### config.mk
export PLATFORM = sky130hd
export DESIGN_NAME = uart_rx
export DESIGN_NICKNAME = d
export VERILOG_FILES = /design/src/rtl/uart_rx.sv
export SDC_FILE = /design/constraint.sdc
export NUM_CORES = 1
export LEC_CHECK = 0
export CAP_MARGIN = 5
export CORE_ASPECT_RATIO = 0.9
export CORE_UTILIZATION = 57
export CTS_CLUSTER_SIZE = 16
export DETAILED_ROUTE_END_ITERATION = 16
export PLACE_DENSITY = 0.79
export SLEW_MARGIN = 20
export SYNTH_ARGS = -nofsm -noshare
export SYNTH_HDL_FRONTEND = slang
export SYNTH_SLANG_ARGS = --single-unit
### constraint.sdc
create_clock -name clock -period 2.1 [get_ports clock]
set_input_delay 0.21 -clock clock [delete_from_list [all_inputs] [get_ports clock]]
set_output_delay 0.21 -clock clock [all_outputs]
set_load 0.03 [all_outputs]
### src/rtl/uart_rx.sv
// 8N1 UART receiver: 2-flop synchroniser, mid-bit sampling, framing status.
// Optional even parity bit when UART_RX_PARITY_EN is defined.
module uart_rx #(
  parameter int CLKS_PER_BIT = 436,
  parameter int HALF_BIT     = CLKS_PER_BIT / 2
) (
  input  logic       clock,
  input  logic       reset,
  input  logic       data_in,
  output logic [7:0] data_out,
  output logic       done,
  output logic       frame_err,
  output logic       parity_err,
  output logic       busy
);

  localparam int CW = $clog2(CLKS_PER_BIT);
  localparam logic [CW-1:0] LAST = CW'(CLKS_PER_BIT - 1);
  localparam logic [CW-1:0] MID  = CW'(HALF_BIT - 1);

  typedef enum logic [2:0] {
    IDLE,
    START,
    DATA,
    PARITY,
    STOP
  } state_t;

  state_t        state;
  logic          sync1;
  logic          line_s;
  logic          prev_s;
  logic [CW-1:0] cnt;
  logic [2:0]    bit_idx;
  logic [7:0]    shift;

`ifdef UART_RX_PARITY_EN
  logic par_bad;
  localparam state_t AFTER_DATA = PARITY;
`else
  localparam state_t AFTER_DATA = STOP;
  localparam logic   par_bad    = 1'b0;
  assign parity_err = 1'b0;
`endif

  always_ff @(posedge clock or posedge reset) begin
    if (reset) begin
      state     <= IDLE;
      sync1     <= 1'b1;
      line_s    <= 1'b1;
      prev_s    <= 1'b1;
      cnt       <= '0;
      bit_idx   <= '0;
      shift     <= '0;
      data_out  <= '0;
      done      <= 1'b0;
      frame_err <= 1'b0;
      busy      <= 1'b0;
`ifdef UART_RX_PARITY_EN
      par_bad    <= 1'b0;
      parity_err <= 1'b0;
`endif
    end else begin
      sync1  <= data_in;
      line_s <= sync1;
      prev_s <= line_s;
      done   <= 1'b0;
      case (state)
        IDLE: begin
          // Falling edge only; a line stuck low never re-arms.
          if (prev_s && !line_s) begin
            state <= START;
            cnt   <= '0;
            busy  <= 1'b1;
          end
        end
        START: begin
          if (cnt == MID) begin
            if (line_s) begin
              state <= IDLE;
              busy  <= 1'b0;
            end else begin
              state   <= DATA;
              cnt     <= '0;
              bit_idx <= '0;
            end
          end else begin
            cnt <= cnt + CW'(1);
          end
        end
        DATA: begin
          if (cnt == LAST) begin
            shift   <= {line_s, shift[7:1]};
            cnt     <= '0;
            bit_idx <= bit_idx + 3'd1;
            if (bit_idx == 3'd7)
              state <= AFTER_DATA;
          end else begin
            cnt <= cnt + CW'(1);
          end
        end
`ifdef UART_RX_PARITY_EN
        PARITY: begin
          if (cnt == LAST) begin
            par_bad <= (^shift) ^ line_s;
            cnt     <= '0;
            state   <= STOP;
          end else begin
            cnt <= cnt + CW'(1);
          end
        end
`endif
        STOP: begin
          if (cnt == LAST) begin
            done      <= 1'b1;
            frame_err <= ~line_s;
`ifdef UART_RX_PARITY_EN
            parity_err <= par_bad;
`endif
            if (line_s && !par_bad)
              data_out <= shift;
            cnt   <= '0;
            state <= IDLE;
            busy  <= 1'b0;
          end else begin
            cnt <= cnt + CW'(1);
          end
        end
        default: begin
          state <= IDLE;
          busy  <= 1'b0;
        end
      endcase
    end
  end

endmodule

==> results by group, run 1 <==
STA
  • Unrepaired setup endpoints after global routing: no
  • Fmax: 532 MHz
  • Pins Over Slew Limit: 0
  • Final period util: between 80% and 90%
  • Setup TNS: 0 ns
  • Hold Fails Final Rpt: 0
  • Layout Skew: ~0.0073 ns
  • Final setup viols: 0
  • Fin crit period: 1.88 ns

Synth
  • Seq/Total Area, Yosys: approximately half
  • Synth warnings: 0
  • Synth top area share: 47.3%
  • Synth area leader: dfrtp_1
  • Distinct cells, synth: 48
  • Number of synthesized flops with an enable pin: 0
  • Post-Synthesis Cell Area: ~1800 um^2
  • Asr flop ratio synth: 100%
  • Yosys reg bits: 37
  • Ranking of synthesized cells by area: dfrtp_1, mux2_2, mux2_4
  • Syn_nets: ~150
  • Top FF cell, synth: dfrtp_1
  • Syn Area/Cell: ~12 um^2
  • Gate Count Post-Synth: approximately 150

Worst setup path
  • Setup crit end kind: flip-flop
  • Worst Path Required: roughly 2.3 ns
  • Worst EP arrival: 2.09 ns
  • Crit start category: flip-flop
  • CP Depth: 4
  • Crit-path cells: ha_1 > and4b_4 > and3b_2 > mux2_2
  • Slowest stage cell, crit path: dfrtp_1
  • Critical path fanouts, max: 12
  • Max stage delay on crit path: 0.45 ns
  • CP Buf/Inv Count: 0
  • R2R cell count: 4
  • Crit path max-delay family: simple AND/OR/NAND/NOR gates
  • CP Class: reg -> reg

Floorplan
  • Num rows: 18
  • Initial Util: 62.9%
  • Core ar.: ~2900 um^2
  • Die X: approximately 60 um
  • Die area: between 3000 and 4000 um^2
  • IO Count: 15
  • Die Ht: 55.3 um

Route
  • Via/cell ratio: between 5 and 6
  • Final WL: approximately 3200 um
  • Drt drc: 0
  • DR vias: 1210
  • DR pass1 iterations: 4
  • Metal3 WL: 124 um
  • Detailed-routed wire length on met2: 1510 um
  • Wirelength per Cell: 15.2 um
  • Initial DRC Count: a little under 80
  • WL met1: roughly 1500 um
  • Max Used Layer: met4
  • Post-route antenna net violation count: 0

CTS
  • CTS hold repair buffers: 0
  • Resized cells post-CTS: 0
  • Post-CTS setup buffers: 0
  • Total CTS buffers: 5
  • Clock Sinks: 37
  • Worst-path clk slew: ~0.11 ns
  • CTS Buffer Depth: 2
  • CTS Root Cell: clkbuf_4
  • Worst-Skew Late Latency: between 0.3 and 0.4 ns
  • H-Tree Depth: 2
  • TritonCTS clock tree: yes

Flow run
  • Max cap viols: 0

Outcome
  • Run status: completed

Global route
  • Vias in the first global route: ~1.1k
  • Gr ovfl total: 0
  • First-pass GRT wire length: between 5000 and 6000 um
  • GRT Overall Usage: a little over a fifth
  • Maximum number of pins on one net before global-route repair: 38
  • Initial antenna violation count: 0

Layout
  • Final nets: 174
  • Layout cells sized above 1: between 20% and 30%
  • # diodes: 0
  • Layout area overhead: 14.4%

Placement
  • Port bufs: 13
  • Final RePlAce weighted congestion: between 0.8 and 0.9
  • DP Wirelength: about 2300 um

Power
  • Pwr dens: just over 900 nW/um^2
  • Maximum vdd drop: ~0.6 mV
  • Overall Power: about 0.0019 W
  • Leakage: approximately 0.93 nW

Min path
  • Hold/Removal Path Class: in -> async
[sequential cells by signal, summed over array words and instances, names as in the netlist]
signal and flops:
cnt 9, done 1, sync1 1, frame_err 1, data_out 8, bit_idx 3
state 3, busy 1, shift 8, line_s 1, prev_s 1
[area by class of cell]
cell class	instances	area, um^2
Sequential cell	37	930
Multi-Input combinational cell	96	793
Timing Repair Buffer	18	168
Tap cell	40	50.0
Fill cell	190	801
Clock inverter	1	30.0
Clock buffer	7	55.1
Inverter	9	33.8
[cells in the mapped netlist, types with 2 or more instances]
| master | number |
|---|---|
| a21oi_1 | 2 |
| a22o_1 | 3 |
| and3_1 | 3 |
| buf_2 | 2 |
| dfrtp_1 | 34 |
| dfstp_2 | 3 |
| ha_1 | 4 |
| inv_1 | 9 |
| mux2_2 | 10 |
| mux2_4 | 7 |
| nand2_1 | 6 |
| nand3_1 | 2 |
| nor2_1 | 6 |
| nor2b_1 | 2 |
| nor3_1 | 4 |
| nor4_1 | 2 |
| o21ai_0 | 9 |
| o221ai_1 | 4 |
| o22ai_1 | 4 |
| xnor2_1 | 3 |
[cell usage in the layout, fill, tap and decap left out, types with 4 or more instances in the layout]
| cell type | instances |
|---|---|
| mux2_4 | 7 |
| mux2_2 | 10 |
| o21ai_0 | 9 |
| o221ai_1 | 4 |
| nor3_1 | 4 |
| inv_1 | 9 |
| nand2_1 | 6 |
| o22ai_1 | 4 |
| clkbuf_4 | 5 |
| clkdlybuf4s50_1 | 13 |
| dfrtp_1 | 34 |
| buf_4 | 5 |
| ha_1 | 4 |
| nor2_1 | 6 |
[worst register-to-register path: cells and delay by family (launching register included)]
family,cells,cell delay (ns)
fa+ha+maj,1,0.24
flops,1,0.45
mux,1,0.38
simple gates,2,0.70
[metal layers]
metal  vias up  global-route usage [%]
li1        579                       -
met3         2                    5.15
met1       605                    30.8
met2        24                    31.2
met4         0                    6.17
met5         -                       0
[path summary, 6_finish.rpt]
kind	startpoint	to	slack, ns
worst max-delay path	cnt[0]	shift[7]	0.22
worst min-delay path	reset	data_out[2]	0.29
worst max register to register	cnt[0]	shift[7]	0.22
worst min register to register	sync1	line_s	0.37
max in group asynchronous	reset	line_s	1.47
min in group clock	data_in	sync1	0.29
[logic make-up after synthesis]
| logic type | count (synthesis) | synth area share [%] |
|---|---|---|
| and+or+nand+nor | 40 | 15.1 |
| DFF | 37 | 51.6 |
| AOI/OAI and AO/OA | 31 | 12.4 |
| muxes | 17 | 12.1 |
| buffers and inverters | 14 | 4.31 |
| adders and majority gates | 4 | 2.78 |
| xor gates and xnor gates | 3 | 1.46 |
| other | 1 | 0.208 |
[per-stage QoR]
stage / cells / util [%] / cell area, um^2 / worst slack (ns) / hold slack (ns)
6_report: 208 / 72.0 / 2060 / 0.220 / 0.286
5_1_grt: 208 / 72.0 / 2060 / 0.145 / 0.270
4_1_cts: 208 / 72.0 / 2060 / 0.232 / 0.272
3_5_place_dp: 200 / 69.0 / 1970 / 0.251 / 0.354
3_3_place_gp: 200 / 69.0 / 1970 / 0.329 / 0.348
2_1_floorplan: 147 / - / 1800 / 0.390 / 0.214
[report_power, final]
part / switching, W / leakage [nW] / internal, W
combinational: 0.000325 / 0.382 / 0.000238
clock: 0.000213 / 0.0455 / 0.000284
sequential: 0.0000670 / 0.497 / 0.000780
total: 0.000605 / 0.925 / 0.00130
Note: power is estimated with default switching activity, not from simulation.
==> inputs of run 2 (changes only) <==
- HOLD_SLACK_MARGIN: default -> 0.12
- PLACE_DENSITY: 0.79 -> 0.9
==> run 2 against run 1 <==
  * Largest power group unchanged
  * Cell area shrank 2.2%
  * Critical path type unchanged
  * Highest routed layer unchanged
  * Worst setup slack lost 0.029 ns
  * First-iteration DRC count shrank 30%
  * Flip-flop and latch count is the same
  * Clock skew grew 0.0058 ns
  * Via count grew 1.2%
  * Die area is the same
==> results by group, run 2 (same netlist as run 1, synthesis figures left out) <==
Global route
  • Gr ovfl total: 0 (unchanged)
  • Initial antenna violation count: 0 (unchanged)
  • Vias in the first global route: 1161 (+1.5%)
  • GRT Overall Usage: 21.8% (+0.65 points)
  • Maximum number of pins on one net before global-route repair: 38 (unchanged)
  • First-pass GRT wire length: 5310 um (-0.24%)

Layout
  • Final nets: 172 (-1.1%)
  • Top flop regs: cnt x9, data_out x8, shift x8
  • Storage cell area: 930 um^2 (unchanged)
  • Fillers: 199 (+4.7%)
  • Largest Register: cnt
  • Layout area overhead: 11.9%
  • Final Util: 70.4% (-1.6 points)
  • Area of the multi-input gates: 793 um^2 (unchanged)
  • Most frequent cells in the layout: dfrtp_1, clkdlybuf4s50_1, mux2_2, o21ai_0, inv_1
  • Max FFs per register: 9 (unchanged)
  • # diodes: 0 (unchanged)
  • Commonest non-fill, non-tap cell in the layout: dfrtp_1
  • Layout cells sized above 1: 25.5% (-1.3 points)

Floorplan
  • Num rows: 18 (unchanged)
  • Die area: 3390 um^2 (unchanged)
  • Initial Util: 62.9% (unchanged)
  • Die Ht: 55.3 um (unchanged)
  • Core ar.: 2860 um^2 (unchanged)
  • IO Count: 15 (unchanged)
  • Die X: 61.2 um (unchanged)

Route
  • DR vias: 1225 (+1.2%)
  • Drt drc: 0 (unchanged)
  • Initial DRC Count: 55 (-30%)
  • Final WL: 3180 um (+0.92%)
  • Via/cell ratio: 5.98 (+2.7%)
  • Wirelength per Cell: 15.5 um (+2.4%)
  • Post-route antenna net violation count: 0 (unchanged)
  • DR pass1 iterations: 4 (unchanged)

Power
  • Leakage: 0.901 nW (-2.6%)
  • Pwr dens: 873 nW/um^2 (-5.7%)
  • Maximum vdd drop: 0.676 mV (+11%)

CTS
  • Resized cells post-CTS: 0 (unchanged)
  • H-Tree Depth: 2 (unchanged)
  • CTS Root Cell: clkbuf_4
  • CTS hold repair buffers: 0 (unchanged)
  • Post-CTS setup buffers: 0 (unchanged)
  • TritonCTS clock tree: yes
  • CTS Buffer Depth: 2 (unchanged)
  • Total CTS buffers: 5 (unchanged)
  • Worst-Skew Late Latency: 0.35 ns (+0.03 ns)
  • Clock Sinks: 37 (unchanged)
  • Worst-path clk slew: 0.10 ns (about the same)

STA
  • Fin crit period: 1.91 ns (+0.0286 ns)
  • Hold Fails Final Rpt: 0 (unchanged)
  • Unrepaired setup endpoints after global routing: no
  • Layout Skew: 0.0131 ns (+0.00584 ns)
  • Setup TNS: 0 ns (unchanged)
  • Final setup viols: 0 (unchanged)
  • Pins Over Slew Limit: 0 (unchanged)
  • Final period util: 90.9% (+1.4 points)
  • Fmax: 524 MHz (-1.5%)

Placement
  • Final RePlAce weighted congestion: 0.789 (-7.4%)
  • DP Wirelength: 2270 um (-0.58%)
  • Port bufs: 13 (unchanged)

Worst setup path
  • Terminus of the critical flop-to-flop path: bit_idx[0]
  • Slowest stage cell, crit path: dfrtp_1
  • Worst Path Required: 2.34 ns (+0.03 ns)
  • Crit path max-delay family: simple AND/OR/NAND/NOR gates
  • Worst EP arrival: 2.15 ns (+0.06 ns)
  • R2R cell count: 4 (unchanged)
  • Crit-path cells: or3b_1 > and3b_2 > o21bai_2 > mux2_2
  • Reg2reg start: state[1]
  • Setup crit end kind: flip-flop
  • Crit start category: flip-flop
  • Max stage delay on crit path: 0.53 ns (+0.08 ns)
  • CP Class: reg -> reg
  • Reg2reg setup slack: 0.19 ns (-0.03 ns)
  • Critical path fanouts, max: 12 (unchanged)
  • CP Buf/Inv Count: 0 (unchanged)

Outcome
  • Run status: completed

Flow run
  • Max cap viols: 0 (unchanged)

Min path
  • Hold/Removal Path Class: in -> async
[run 2: cell types whose count changed in the layout (fill, tap and decap cells not counted)]
cell,change
buf_4,-2
bufinv_16,-1
[run 2: how the worst max path moves through the flow]
stage,from,end,slack (ns),depth (start not counted)
2_1_floorplan,state[0],shift[0],0.39,5
3_3_place_gp,state[1],shift[7],0.31,3
3_5_place_dp,state[1],bit_idx[0],0.22,4
4_1_cts,state[1],bit_idx[0],0.20,4
5_1_grt,state[1],bit_idx[0],0.09,4
6_report,state[1],bit_idx[0],0.19,4
[run 2: power by group]
part	internal [W]	total [W]	switching (W)
clock network	0.000158	0.000371	0.000213
registers	0.000779	0.000878	0.0000987
logic	0.000218	0.000510	0.000293
[run 2: routing by layer]
metal  wire (um)  global-route usage (%)  vias to the layer above
met4          57                    8.12                        0
met3         150                    8.67                        8
met1        1440                    28.5                      616
met2        1540                    32.3                       29
li1            -                       -                      572
met5           0                       0                        -
[run 2: per-stage QoR]
stage	total power, W	hold slack [ns]	cell area, um^2	worst slack, ns	cells
4_1_cts	0.00177	0.259	2010	0.198	205
3_3_place_gp	0.00136	0.347	1960	0.305	198
2_1_floorplan	0.00127	0.214	1800	0.390	147
5_1_grt	0.00186	0.252	2010	0.0924	205
3_5_place_dp	0.00139	0.347	1960	0.219	198
6_report	0.00176	0.265	2010	0.191	205
[run 2: layout make-up]
cell class              count  area share (%)
clock buffers               7            2.73
inverters                   9            1.68
multi-input cells          96            39.4
flip-flops and latches     37            46.1
well taps                  40            2.48
repair buffers             16            7.58
[run 2: worst register-to-register path, delay by kind of cell, from the launching register on]
| family | cells | cell delay, ns |
|---|---|---|
| simple gates | 2 | 0.89 |
| flops | 1 | 0.53 |
| mux | 1 | 0.27 |
| compound gates | 1 | 0.12 |
==> inputs of run 3 (changes only) <==
- CORE_UTILIZATION: 57 -> 35
- PLACE_DENSITY: 0.9 -> 0.64
==> run 3 against run 2 <==
  * Final cell count grew 14%
  * Critical path depth grew 1
  * Worst hold slack gained 0.055 ns
  * Critical path type unchanged
  * Critical endpoint unchanged
==> results by group, run 3 (same netlist as run 1, synthesis figures left out) <==
Outcome
  • Run status: completed

Route
  • Wirelength per Cell: 14.2 um (-8.3%)
  • Detailed-routed wire length on met2: 1590 um (+3.0%)
  • Via/cell ratio: 5.04 (-16%)
  • DR pass1 iterations: 4 (unchanged)
  • Post-route antenna net violation count: 0 (unchanged)
  • Drt drc: 0 (unchanged)
  • Max Used Layer: met4
  • Final WL: 3320 um (+4.2%)
  • WL met1: 1600 um (+11%)
  • DR vias: 1175 (-4.1%)
  • Initial DRC Count: 35 (-36%)
  • Metal3 WL: 112 um (-25%)

Layout
  • # diodes: 0 (unchanged)
  • Largest Register: cnt
  • Layout area overhead: 16.4%
  • Max FFs per register: 9 (unchanged)
  • Commonest non-fill, non-tap cell in the layout: dfrtp_1
  • Most frequent cells in the layout: dfrtp_1, clkdlybuf4s50_1, mux2_2, o21ai_0, inv_1
  • Top flop regs: cnt x9, data_out x8, shift x8
  • Final nets: 174 (+1.2%)
  • Layout cells sized above 1: 27.4% (+1.9 points)
  • Fillers: 439 (+120%)

STA
  • Fmax: 527 MHz (+0.57%)
  • Pins Over Slew Limit: 0 (unchanged)
  • Layout Skew: 0.00489 ns (-0.00823 ns)
  • Fin crit period: 1.90 ns (-0.0109 ns)
  • Setup TNS: 0 ns (unchanged)
  • Final setup viols: 0 (unchanged)
  • Final period util: 90.4% (-0.52 points)
  • Unrepaired setup endpoints after global routing: no
  • Hold Fails Final Rpt: 0 (unchanged)

Floorplan
  • Die Ht: 70.0 um (+27%)
  • Initial Util: 36.8% (-26 points)
  • Die area: 5440 um^2 (+60%)
  • Num rows: 24 (+6)
  • Die X: 77.6 um (+27%)
  • IO Count: 15 (unchanged)
  • Core ar.: 4890 um^2 (+71%)

CTS
  • CTS Root Cell: clkbuf_8
  • Post-CTS setup buffers: 0 (unchanged)
  • TritonCTS clock tree: yes
  • H-Tree Depth: 2 (unchanged)
  • Total CTS buffers: 5 (unchanged)
  • Clock Sinks: 37 (unchanged)
  • CTS hold repair buffers: 0 (unchanged)
  • Worst-path clk slew: 0.08 ns (-0.02 ns)
  • Resized cells post-CTS: 0 (unchanged)
  • CTS Buffer Depth: 2 (unchanged)
  • Worst-Skew Late Latency: 0.29 ns (-0.06 ns)

Worst setup path
  • CP Class: reg -> reg
  • Worst Path Required: 2.28 ns (-0.06 ns)
  • Slowest stage cell, crit path: dfrtp_1
  • CP Buf/Inv Count: 0 (unchanged)
  • Setup crit end kind: flip-flop
  • Max stage delay on crit path: 0.44 ns (-0.09 ns)
  • Crit path max-delay family: simple AND/OR/NAND/NOR gates
  • Critical path fanouts, max: 12 (unchanged)
  • Crit-path cells: ha_1 > and4b_4 > and3b_2 > o21bai_2 > mux2_2
  • Worst EP arrival: 2.08 ns (-0.07 ns)
  • Crit start category: flip-flop

Global route
  • Vias in the first global route: 1196 (+3.0%)
  • First-pass GRT wire length: 5730 um (+8.0%)
  • Gr ovfl total: 0 (unchanged)
  • GRT Overall Usage: 13.5% (-8.3 points)
  • Initial antenna violation count: 0 (unchanged)
  • Maximum number of pins on one net before global-route repair: 38 (unchanged)

Power
  • Leakage: 0.924 nW (+2.6%)
  • Maximum vdd drop: 0.422 mV (-38%)
  • Pwr dens: 911 nW/um^2 (+4.3%)
  • Overall Power: 0.00191 W (+8.5%)

Placement
  • DP Wirelength: 2320 um (+1.8%)
  • Final RePlAce weighted congestion: 0.793 (+0.56%)
  • Port bufs: 13 (unchanged)

Min path
  • Hold/Removal Path Class: in -> async

Flow run
  • Max cap viols: 0 (unchanged)
-- run 3: worst min-delay path, cell delays in order --
cell             delay [ns]
clkdlybuf4s50_1        0.39
inv_1                  0.05
buf_4                  0.39
-- run 3: per-stage QoR --
stage	area, um^2	hold slack (ns)	worst slack, ns	util [%]	cells
6_report	2100	0.320	0.202	42.8	233
5_1_grt	2100	0.326	0.115	42.8	233
4_1_cts	2100	0.310	0.188	42.8	233
3_5_place_dp	2010	0.347	0.210	41.0	225
3_3_place_gp	2010	0.347	0.285	41.0	225
2_1_floorplan	1800	0.214	0.390	-	147
-- run 3: metal layers --
layer	vias to the layer above	GRT usage (%)
met4	0	2.73
li1	576	-
met1	573	18.3
met2	22	20.9
met5	-	0
met3	4	4.84
-- run 3: area by class of cell --
cell class	count	area, um^2	share of cell area [%]
Clock buffer	5	68.8	3.28
Clock inverter	3	21.3	1.01
Inverter	9	33.8	1.61
Multi-Input combinational cell	96	793	37.9
Sequential cell	37	930	44.4
Tap cell	65	81.3	3.88
Timing Repair Buffer	18	168	8.00
-- run 3: path summary, 6_finish.rpt --
path                              start         end  slack [ns]  cells after the start
worst min register to register    sync1      line_s        0.36                      0
min in group clock              data_in       sync1        0.32                      1
worst max register to register   cnt[0]  bit_idx[0]        0.20                      5
max in group asynchronous         reset      line_s        1.43                      3
worst min-delay path              reset    shift[0]        0.32                      3
worst max-delay path             cnt[0]  bit_idx[0]        0.20                      5
-- run 3: where the power goes --
group / internal [W] / switching [W]
Sequential: 0.000779 / 0.0000842
Clock: 0.000235 / 0.000271
Combinational: 0.000233 / 0.000305
Total: 0.00125 / 0.000660
